[src/rtl/fifo_wr_ctrl_pkg.sv]
// Shared async-FIFO helpers: pointer width, Gray conversions and the full compare.
// Values narrower than ptr_t must be passed in zero-extended.
package fifo_wr_ctrl_pkg;

   localparam int MAX_PTR_W = 32;

   typedef logic [MAX_PTR_W-1:0] ptr_t;

   function automatic int ptr_width(input int addr_width);
      return addr_width + 1;
   endfunction

   function automatic ptr_t bin2gray(input ptr_t b);
      return b ^ (b >> 1);
   endfunction

   function automatic ptr_t gray2bin(input ptr_t g);
      ptr_t b;
      b[MAX_PTR_W-1] = g[MAX_PTR_W-1];
      for (int i = MAX_PTR_W - 2; i >= 0; i--) begin
         b[i] = b[i+1] ^ g[i];
      end
      return b;
   endfunction

   // Full when the pointers differ only in the two MSBs of a width-bit Gray pointer.
   function automatic logic ptr_full(input ptr_t wr_gray, input ptr_t rd_gray, input int width);
      ptr_t mask;
      mask = ptr_t'(3) << (width - 2);
      return wr_gray == (rd_gray ^ mask);
   endfunction

endpackage

[src/rtl/fifo_wr_ctrl_ptr_sync.sv]
// Multi-flop synchronizer for a Gray pointer crossing clock domains.
// Shared by the write-side and read-side FIFO controllers.
module ptr_sync #(
   parameter int WIDTH       = 5,
   parameter int SYNC_STAGES = 2
) (
   input  logic             clk,
   input  logic             rst,
   input  logic [WIDTH-1:0] d,
   output logic [WIDTH-1:0] q
);

   logic [SYNC_STAGES-1:0][WIDTH-1:0] stage;

   // NOTE: sequential state uses non-blocking assignments so every stage samples the pre-edge value.
   always_ff @(posedge clk or posedge rst) begin
      if (rst) begin
         stage <= '0;
      end else begin
         stage <= {stage[SYNC_STAGES-2:0], d};
      end
   end

   assign q = stage[SYNC_STAGES-1];

endmodule

[src/rtl/fifo_wr_ctrl.sv]
// Write-side pointer/flag controller of the sample FIFO: owns the write pointers,
// synchronizes the read Gray pointer and derives full, almost_full, fill level and overflow.
module fifo_wr_ctrl
   import fifo_wr_ctrl_pkg::*;
#(
   parameter int ADDR_WIDTH  = 4,
   parameter int SYNC_STAGES = 2,
   parameter int AF_MARGIN   = 2
) (
   input  logic                  clk,
   input  logic                  rst,
   input  logic                  wr_en,
   input  logic [ADDR_WIDTH:0]   rd_ptr_gray,
   input  logic                  clr_overflow,
   output logic                  mem_we,
   output logic [ADDR_WIDTH-1:0] wr_addr,
   output logic [ADDR_WIDTH:0]   wr_ptr_gray,
   output logic                  full,
   output logic                  almost_full,
   output logic [ADDR_WIDTH:0]   fill_level,
   output logic                  overflow
);

   localparam int            PW       = ptr_width(ADDR_WIDTH);
   localparam int            DEPTH    = 1 << ADDR_WIDTH;
   localparam logic [PW-1:0] AF_LEVEL = PW'(DEPTH - AF_MARGIN);

   logic [PW-1:0] wr_bin;
   logic [PW-1:0] bin_nxt;
   logic [PW-1:0] gray_nxt;
   logic [PW-1:0] rq;
   logic [PW-1:0] rq_bin;
   logic [PW-1:0] fill_nxt;
   logic          accept;

   ptr_sync #(
      .WIDTH       (PW),
      .SYNC_STAGES (SYNC_STAGES)
   ) u_rd_sync (
      .clk (clk),
      .rst (rst),
      .d   (rd_ptr_gray),
      .q   (rq)
   );

   assign accept   = wr_en && !full;
   assign mem_we   = accept;
   assign wr_addr  = wr_bin[ADDR_WIDTH-1:0];
   assign bin_nxt  = wr_bin + PW'(accept);
   assign gray_nxt = PW'(bin2gray(ptr_t'(bin_nxt)));
   assign rq_bin   = PW'(gray2bin(ptr_t'(rq)));
   assign fill_nxt = bin_nxt - rq_bin;

   // Flags are computed from the post-write pointer so they land in the same cycle as the write.
   always_ff @(posedge clk or posedge rst) begin
      if (rst) begin
         wr_bin      <= '0;
         wr_ptr_gray <= '0;
         full        <= 1'b0;
         almost_full <= 1'b0;
         fill_level  <= '0;
      end else begin
         wr_bin      <= bin_nxt;
         wr_ptr_gray <= gray_nxt;
         full        <= ptr_full(ptr_t'(gray_nxt), ptr_t'(rq), PW);
         almost_full <= fill_nxt >= AF_LEVEL;
         fill_level  <= fill_nxt;
      end
   end

   // A refused write outranks a clear in the same cycle.
   always_ff @(posedge clk or posedge rst) begin
      if (rst) begin
         overflow <= 1'b0;
      end else if (wr_en && full) begin
         overflow <= 1'b1;
      end else if (clr_overflow) begin
         overflow <= 1'b0;
      end
   end

endmodule
[config.mk]
export PLATFORM = sky130hd
export DESIGN_NAME = fifo_wr_ctrl
export DESIGN_NICKNAME = d
export VERILOG_FILES = /design/src/rtl/fifo_wr_ctrl_pkg.sv /design/src/rtl/fifo_wr_ctrl_ptr_sync.sv /design/src/rtl/fifo_wr_ctrl.sv
export SDC_FILE = /design/constraint.sdc
export NUM_CORES = 1
export LEC_CHECK = 0
export BUFFER_PORTS_ARGS = -buffer_cell sky130_fd_sc_hd__buf_2
export CORE_UTILIZATION = 45
export CTS_CLUSTER_SIZE = 14
export DETAILED_ROUTE_END_ITERATION = 12
export GPL_ROUTABILITY_DRIVEN = 0
export GPL_TIMING_DRIVEN = 0
export HOLD_SLACK_MARGIN = 0.06
export MAX_ROUTING_LAYER = met4
export PLACE_DENSITY = 0.68
export SLEW_MARGIN = 20
export SYNTH_ARGS = -nofsm -noshare
export SYNTH_HDL_FRONTEND = slang
export SYNTH_SLANG_ARGS = --single-unit
[constraint.sdc]
create_clock -name clk -period 3.5 [get_ports clk]
set_input_delay 0.7 -clock clk [delete_from_list [all_inputs] [get_ports clk]]
set_output_delay 0.7 -clock clk [all_outputs]
set_load 0.01 [all_outputs]
==> impl_metrics.toml <==
[logic_synthesis]
synth_area_mm2 = 0.00122
synthMuxAreaShare = 0
synth_xor_area_frac = 0.186
synth_top_flop_cell = "dfrtp_1"
synth.top_cells.by_area = "dfrtp_1, xnor2_1, ha_1"
synth_top_cell_by_area = "dfrtp_1"
synthSimpleGateAreaFrac = 0.0880
ys_types = 30
synth_seq_cells = 27
synth_compound_area_frac = 0.0594
syn-num-nets = 109
synth_top_area_frac = 0.553
synth_seq_area_share = 0.553
synth_fa_ha_area_frac = 0.0778
syn_area_per_cell_um2 = 13.1
syn-instance-count = 93
yosys_warnings = 0
synth_edf_count = 0
synth_top_family_by_area = "XOR/XNOR gates"
synth-async-reset-ratio = 1.00

[die]
num_rows = 18
die_h_um = 54.1
die_w_um = 54.1
coreArea_mm2 = 0.00252
initial_core_util = 0.485
boundaryPins = 27
die-area_mm2 = 0.00293

[clocking]
cts_tree = "built"
cts_sinks = 27
cts_setup_buffers = 0
htree_levels = 1
cts-root-buf = "clkbuf_4"
path_clk_slew_ns = 0.14
cts_resized = 0
clock_path_buffers = 2
cts_buffers = 3
clkLatencyLatePin_ns = 0.32
postCtsHoldBufs = 0

[setup_path]
path_buf_inv = 2
path_class = "primary input to register"
worst_path_max_delay_cell = "o311ai_0"
crit_path_end_kind = "register"
start_kind = "primary input"
crit_cells = 10
critPathMaxFanout = 6
required_ns = 3.72
arrival_ns = 2.89
crit_chain = "buf_2 > nor2b_1 > ha_1 > xnor2_1 > inv_1 > ha_1 > nor2b_1 > o21ai_0 > a21boi_0 > o311ai_0"
max_stage_delay_ns = 0.35
r2r_cells = 10
cp_top_family = "compound AO/OA/AOI/OAI gates"

[routing]
drt_wl_total_mm = 1.91
first_iter_violations = 7
drcViolationCount = 0
routed_via_density = 4.84
wl_per_cell_um = 12.5
dr.pass1.iters = 4
via_count = 741
postRouteAntennaNets = 0

[final_layout]
final_area_mm2 = 0.00142
fillers = 245
regArea_um2 = 676
final_cells = 153
post-route-util = 0.562
area_growth_pct = 15.9
antenna_cells = 0
final_cell_mix = "buf_2, dfrtp_1, xnor2_1"
multi_input_area_um2 = 503
fin_nets = 140
drive_above_1_share = 0.293

[pwr]
p_per_area_mw_per_mm2 = 1000
max-vdd-ir-drop_mv = 0.547
p_leak_nw = 0.685
fin_total_pwr_mw = 1.42

[placement]
io_buffer_count = 26
place_area_mm2 = 0.00139
dp_slack_ns = 0.494
hpwlAfterDp_mm = 1.49
place_inst = 149

[status]
status = "completed"

[timing]
setup_tns_ns = 0
setup_viol_count_final = 0
postLayoutSetupSlackWorst_ns = 0.829
hold_viol_final = 0
fin_hold_ws_ns = 0.369
layout_min_cycle_time_ns = 2.67
finalCritPeriodShare = 0.763
worstMarginPinSlew_ns = 0.923
rsz0062_at_grt = "no"
max_freq_mhz = 374
slew-limit-headroom = 0.381
finClkSkew_ns = 0.00453
final_max_slew_viol_count = 0

[global_route]
grt_pass1_vias = 732
grt_pass1_wl_mm = 3.22
grt.overflow.total = 0
antenna_found_initial = 0
grt_usage = 0.167
grt_max_degree = 28

[run]
maxCapViolCount = 0

[min_path]
worstHoldPathType = "register to register"
min_path_cells = 0
[worst paths after layout]
kind | start | to | slack, ns
worst max-delay path | wr_en | almost_full | 0.83
worst min-delay path | u_rd_sync.stage[1] | u_rd_sync.q[1] | 0.37
worst max register to register | u_rd_sync.q[4] | almost_full | 0.84
worst min register to register | u_rd_sync.stage[1] | u_rd_sync.q[1] | 0.37
max in group asynchronous | rst | u_rd_sync.stage[4] | 2.63
min in group asynchronous | rst | fill_level[3] | 0.44
[layer usage]
metal  track usage  up-vias  part of all wire
li1              -      363                 -
met1         0.197      353              0.45
met2         0.272       23              0.51
met3        0.0339        2             0.041
met4        0.0769        0            0.0073
met5             -        -                 0
[cells by family after synthesis]
group,Yosys count
DFF,27
xor gates and xnor gates,21
and+or+nand+nor,17
buffers and inverters,11
AOI/OAI and AO/OA,10
adders and majority gates,7
[where the power goes]
part	total [mW]	leakage, nW	switching, mW	internal [mW]
registers	0.477	0.320	0.0505	0.426
logic	0.809	0.351	0.423	0.386
clock network	0.133	0.0150	0.0881	0.0446
total	1.42	0.685	0.562	0.857
[cell type report]
class | count | share of cell area
sequential | 27 | 0.477
multi-input combinational | 55 | 0.355
timing repair buffer | 26 | 0.0919
tap | 30 | 0.0265
inverter | 9 | 0.0239
clock buffer | 4 | 0.0186
buffer | 2 | 0.00707
[synthesized netlist by cell type (all sizes together), types with 2 or more instances]
master	number
a21boi	2
dfrtp	27
ha	6
inv	9
nand2	4
nand2b	2
nor2b	3
o21ai	3
xnor2	14
xor2	5
[registers in the layout, summed over array words and instances (netlist names)]
name,cells
almost_full,1
fill_level,5
full,1
u_rd_sync.q,5
wr_bin,5
overflow,1
u_rd_sync.stage,5
wr_ptr_gray,4
Power figures use the tool's default switching activity.
